==> src/rtl/uart_rx_engine.sv <==
// Oversampling UART receiver: rx synchroniser, baud tick divider and frame FSM.
// Define UART_RX_PARITY_EN to include the parity bit stage.
module uart_rx_engine #(
    parameter int DATA_WIDTH  = 8,
    parameter int SYNC_STAGES = 2
) (
    input  logic                  clk,
    input  logic                  reset,
    input  logic                  rx,
    input  logic [15:0]           baudDivisor,
    input  logic [4:0]            overSampling,
    input  logic [3:0]            dataBits,
    input  logic [1:0]            stopBits,
    input  logic                  parityType,
    output logic [DATA_WIDTH-1:0] rxData,
    output logic                  rxValid,
    output logic                  parityError,
    output logic                  framingError,
    output logic                  busy
);
    localparam logic [4:0] DW5 = 5'(DATA_WIDTH);

`ifdef UART_RX_PARITY_EN
    typedef enum logic [2:0] {IDLE, START, DATA, PARITY, STOP} state_t;
`else
    typedef enum logic [2:0] {IDLE, START, DATA, STOP} state_t;
`endif
    state_t state_q, state_d;

    logic [SYNC_STAGES-1:0] sync_q;
    logic                   rx_s, rx_prev_q, fall;
    logic [15:0]            div_cnt_q;
    logic [4:0]             tick_cnt_q, os_q, os_in, tick_target;
    logic [3:0]             bit_cnt_q, nbits_q, nbits_in;
    logic                   stop2_q, frm_acc_q;
    logic                   tick, sample, last_data, last_stop;
    logic [DATA_WIDTH-1:0]  shift_q;
`ifdef UART_RX_PARITY_EN
    logic                   par_type_q, par_acc_q, par_bad_q;
`else
    logic                   unused_par_type;
    assign unused_par_type = parityType;
    assign parityError     = 1'b0;
`endif

    assign rx_s = sync_q[SYNC_STAGES-1];
    assign fall = rx_prev_q & ~rx_s;
    assign busy = (state_q != IDLE);

    // Illegal configuration values fall back to 8 data bits, X16, 1 stop bit.
    always_comb begin
        nbits_in = dataBits;
        if (dataBits < 4'd5 || {1'b0, dataBits} > DW5)
            nbits_in = 4'd8;
        os_in = (overSampling == 5'd13) ? 5'd13 : 5'd16;
    end

    assign tick        = (div_cnt_q == baudDivisor - 16'd1);
    assign tick_target = (state_q == START) ? (os_q >> 1) - 5'd1 : os_q - 5'd1;
    assign sample      = tick && (tick_cnt_q == tick_target);
    assign last_data   = (bit_cnt_q == nbits_q - 4'd1);
    assign last_stop   = !stop2_q || (bit_cnt_q == 4'd1);

    always_ff @(posedge clk or posedge reset) begin
        if (reset) state_q <= IDLE;
        else       state_q <= state_d;
    end

    always_comb begin
        state_d = state_q;
        case (state_q)
            IDLE:   if (fall) state_d = START;
            START:  if (sample) state_d = rx_s ? IDLE : DATA;
`ifdef UART_RX_PARITY_EN
            DATA:   if (sample && last_data) state_d = PARITY;
            PARITY: if (sample) state_d = STOP;
`else
            DATA:   if (sample && last_data) state_d = STOP;
`endif
            STOP:   if (sample && last_stop) state_d = IDLE;
            default: state_d = IDLE;
        endcase
    end

    always_ff @(posedge clk or posedge reset) begin
        if (reset) begin
            sync_q       <= '1;
            rx_prev_q    <= 1'b1;
            div_cnt_q    <= '0;
            tick_cnt_q   <= '0;
            bit_cnt_q    <= '0;
            os_q         <= 5'd16;
            nbits_q      <= 4'd8;
            stop2_q      <= 1'b0;
            frm_acc_q    <= 1'b0;
            shift_q      <= '0;
            rxData       <= '0;
            rxValid      <= 1'b0;
            framingError <= 1'b0;
`ifdef UART_RX_PARITY_EN
            par_type_q   <= 1'b0;
            par_acc_q    <= 1'b0;
            par_bad_q    <= 1'b0;
            parityError  <= 1'b0;
`endif
        end else begin
            sync_q       <= SYNC_STAGES'({sync_q, rx});
            rx_prev_q    <= rx_s;
            rxValid      <= 1'b0;
            framingError <= 1'b0;
`ifdef UART_RX_PARITY_EN
            parityError  <= 1'b0;
`endif
            if (state_q == IDLE) begin
                div_cnt_q  <= '0;
                tick_cnt_q <= '0;
                bit_cnt_q  <= '0;
                if (fall) begin
                    os_q      <= os_in;
                    nbits_q   <= nbits_in;
                    stop2_q   <= (stopBits == 2'd2);
                    frm_acc_q <= 1'b0;
                    shift_q   <= '0;
`ifdef UART_RX_PARITY_EN
                    par_type_q <= parityType;
                    par_acc_q  <= 1'b0;
                    par_bad_q  <= 1'b0;
`endif
                end
            end else begin
                div_cnt_q <= tick ? '0 : div_cnt_q + 16'd1;
                if (tick)
                    tick_cnt_q <= sample ? '0 : tick_cnt_q + 5'd1;
                if (sample) begin
                    case (state_q)
                        DATA: begin
                            shift_q   <= {rx_s, shift_q[DATA_WIDTH-1:1]};
                            bit_cnt_q <= last_data ? '0 : bit_cnt_q + 4'd1;
`ifdef UART_RX_PARITY_EN
                            par_acc_q <= par_acc_q ^ rx_s;
`endif
                        end
`ifdef UART_RX_PARITY_EN
                        PARITY: par_bad_q <= ((par_acc_q ^ rx_s) != par_type_q);
`endif
                        STOP: begin
                            bit_cnt_q <= bit_cnt_q + 4'd1;
                            frm_acc_q <= frm_acc_q | ~rx_s;
                            if (last_stop) begin
                                // Data sits in the top nbits of shift_q; right-align it.
                                rxData       <= shift_q >> (DW5 - {1'b0, nbits_q});
                                rxValid      <= 1'b1;
                                framingError <= frm_acc_q | ~rx_s;
`ifdef UART_RX_PARITY_EN
                                parityError  <= par_bad_q;
`endif
                            end
                        end
                        default: ;
                    endcase
                end
            end
        end
    end
endmodule

==> config.mk <==
export PLATFORM = sky130hd
export DESIGN_NAME = uart_rx_engine
export DESIGN_NICKNAME = d
export VERILOG_FILES = /design/src/rtl/uart_rx_engine.sv
export SDC_FILE = /design/constraint.sdc
export NUM_CORES = 1
export LEC_CHECK = 0
export ABC_CLOCK_PERIOD_IN_PS = 3300
export CORE_AREA = 2 2 93 95
export DETAILED_ROUTE_END_ITERATION = 6
export DIE_AREA = 0 0 95 97
export MAX_ROUTING_LAYER = met4
export PLACE_DENSITY = 0.68
export REMOVE_ABC_BUFFERS = 1
export SYNTH_ARGS = -nofsm -noshare
export SYNTH_HDL_FRONTEND = slang
export SYNTH_SLANG_ARGS = --single-unit
==> constraint.sdc <==
create_clock -name clk -period 3.3 [get_ports clk]
set_input_delay 0.66 -clock clk [delete_from_list [all_inputs] [get_ports clk]]
set_output_delay 0.66 -clock clk [all_outputs]
set_load 0.005 [all_outputs]
==> impl_metrics.json <==
{
  "worstSkewPairLatency_ps": 310,
  "fin_worst_skew_ps": 3.56,
  "final_common_cell": "buf_4",
  "cp_max_fo": 5,
  "p_clk_share_pct": 15.6,
  "clk_pin_slew_ps": 100,
  "die_x_um": 95,
  "initial_core_util_pct": 44.3,
  "grt_max_degree": 30,
  "min_period_ps": 3250,
  "drt-pass1-iter-count": 4,
  "synthArstFlopShare_pct": 100,
  "start_kind": "primary input",
  "clk_path_buf_depth": 2,
  "grt_pass1_wl_um": 14400,
  "required_ps": 3500,
  "ys.flop_type": "dfrtp_1",
  "viasPerCell": 5.37,
  "first_iter_violations": 116,
  "wl_met3_um": 268,
  "cts_tree": "yes",
  "p_int_mw": 1.45,
  "status": "complete, no violations",
  "fin_cells": 591,
  "boundaryPins": 43,
  "cts_sinks": 56,
  "area_delta_synth_final_pct": 31.6,
  "numCtsBuffers": 5,
  "maxCapViolations": 0,
  "ys_seq_elements": 56,
  "dp_hpwl_um": 6220,
  "diodes": 0,
  "avgSynthCellArea_sq_um": 9.12,
  "wl_per_cell_um": 14.0,
  "m1WireLength_um": 3820,
  "fillCellCount": 710,
  "synth-edff-count": 0,
  "p_sw_mw": 0.991,
  "setup_viol": 0,
  "synth_area_sq_um": 3600,
  "path_class": "in -> reg",
  "ys_types": 55,
  "p_sw_share_pct": 40.6,
  "num_vias": 3175,
  "worst_ep_arrival_time_ps": 3450,
  "yosysSeqAreaShare_pct": 39.1,
  "powerDensity_nw_per_um2": 514,
  "post-route-drc-count": 0,
  "cts_root_buf": "clkbuf_8",
  "drive_gt1_share_pct": 23.0,
  "first_global_vias": 3150,
  "p_leak_nw": 2.10,
  "power_frac_comb_pct": 44.5,
  "seqPwrFrac_pct": 39.9,
  "power.total_mw": 2.44,
  "coreArea_sq_um": 8130,
  "fp.dieH_um": 97,
  "end_kind": "register",
  "dr_wl_met2_um": 4000,
  "gp_routability_congestion": 0.881,
  "min_path_type": "reg -> reg",
  "max-slew-margin-rel_pct": 44.1,
  "synth_cells": 395,
  "grtUsageTotal_pct": 19.6,
  "overflow": 0,
  "routed.top_layer": "met4",
  "yosys_warnings": 0,
  "maxSlewViolCount": 0,
  "mostFrequentLayoutCells": "53 x buf_4, 51 x nor2_1, 51 x dfrtp_1",
  "nNetsFinal": 526,
  "portBuffers": 40,
  "ir_worst_vdd_mv": 0.230,
  "finalHoldViolations": 0,
  "worst_slew_pin_slew_ps": 837,
  "placed_cells": 580,
  "postRouteAntennaNets": 0,
  "cts.htree.levels": 2,
  "antenna_found_initial": 0,
  "design.die.area_sq_um": 9220,
  "fin_crit_sh_pct": 98.4,
  "routed_wl_um": 8270,
  "cts_hold_buf": 0,
  "timing.fmax_mhz": 308,
  "fp-row-count": 33
}
## power groups by stage
stage | Sequential [mW] | Clock [mW] | Combinational (mW)
after floorplan | 0.936 | 0 | 0.732
after global placement | 0.971 | 0 | 1.03
after detailed placement | 0.983 | 0 | 1.06
after CTS | 0.970 | 0.392 | 1.07
after global routing | 0.996 | 0.427 | 1.22
final | 0.973 | 0.381 | 1.09
## per-stage QoR
stage,setup TNS (ps),cell area [sq um],util [%],worst slack [ps],hold WS [ps]
2_1_floorplan,-5200,3540,-,-252,345
3_3_place_gp,-21730,4470,55.0,-654,348
3_5_place_dp,-23970,4470,55.0,-747,347
4_1_cts,0,4670,57.4,10.3,364
5_1_grt,-4.78,4740,58.3,-2.67,367
6_report,0,4740,58.3,53.5,362
## flip-flops by register name (all words and copies together) (netlist names)
| signal | flops |
|---|---|
| bit_cnt_q | 4 |
| div_cnt_q | 16 |
| framingError | 1 |
| frm_acc_q | 1 |
| nbits_q | 4 |
| os_q | 2 |
| rxData | 8 |
| rxValid | 1 |
| rx_prev_q | 1 |
| shift_q | 8 |
| state_q | 2 |
| stop2_q | 1 |
| sync_q | 2 |
| tick_cnt_q | 5 |
## synth_stat cells (4+ instances only)
library cell / instances / share of area [%]
nand3_1: 14 / 1.9
a21oi_1: 13 / 1.8
dfrtp_1: 51 / 35
o31ai_1: 4 / 0.83
nand2b_1: 5 / 0.87
dfstp_2: 5 / 3.6
and3_1: 4 / 0.69
clkbuf_1: 8 / 0.83
inv_1: 23 / 2.4
nand4_1: 4 / 0.69
a31oi_1: 5 / 0.87
nor4_1: 9 / 1.6
nand2_1: 32 / 3.3
nor2_1: 51 / 5.3
xnor2_1: 24 / 5.8
o21ai_0: 11 / 1.5
ha_1: 10 / 3.5
mux2i_1: 18 / 5.0
o21ai_1: 10 / 1.4
mux2_2: 8 / 2.5
nor3_1: 9 / 1.2
xor2_1: 23 / 5.6
o2111ai_1: 6 / 1.5
## kinds of logic after synthesis
logic type | count (synthesis) | share of synthesized area (%)
AO/OA/AOI/OAI | 74 | 13.9
AND/OR/NAND/NOR | 145 | 19.7
other | 1 | 0.104
buffers and inverters | 35 | 4.17
adder cells (fa/ha/maj) | 10 | 3.47
XOR/XNOR | 48 | 12.0
multiplexers | 26 | 7.50
flip-flops | 56 | 39.1
## routing by layer
metal | up-vias | GRT usage [%]
met5 | - | -
li1 | 1572 | -
met2 | 63 | 31.3
met4 | 0 | 6.58
met1 | 1523 | 25.8
met3 | 17 | 2.57
## timing repair
action / CTS / global route
setup endpoints to repair: 46 / 21
gates cloned: 1 / 0
buffers inserted: 2 / 0
gates resized for setup: 29 / 17
pin swaps: 12 / 9
## final timing paths
kind | start | to | slack [ps] | cells past startpoint
worst max-delay path | baudDivisor[9] | shift_q[0]$_DFFE_PP0P_ | 50 | 9
worst min-delay path | sync_q[0]$_DFF_PP1_ | sync_q[1]$_DFF_PP1_ | 360 | 0
worst max register to register | state_q[1]$_DFFE_PP0P_ | rxData[6]$_DFFE_PP0P_ | 480 | 10
worst min register to register | sync_q[0]$_DFF_PP1_ | sync_q[1]$_DFF_PP1_ | 360 | 0
max in group asynchronous | reset | nbits_q[3]$_DFFE_PP1P_ | 1930 | 3
min in group asynchronous | reset | div_cnt_q[13]$_DFF_PP0_ | 740 | 2
## worst max-delay path, stage by stage
cell and delay [ps]:
clkdlybuf4s50_1 420, or3_4 360, nor3_4 120, xnor2_1 90, o41a_1 400, or4_4 510, or4_4 590, mux2i_1 190
o21ai_1 90
## layout make-up
class	instances	area [sq um]	area share (%)
flip-flops and latches	56	1410	29.7
multi-input cells	305	2220	46.8
well taps	105	131	2.77
clock inverters	3	23.8	0.501
clock buffers	5	68.8	1.45
inverters	23	86.3	1.82
repair buffers	94	803	16.9
Note: power is estimated with default switching activity, not from simulation.
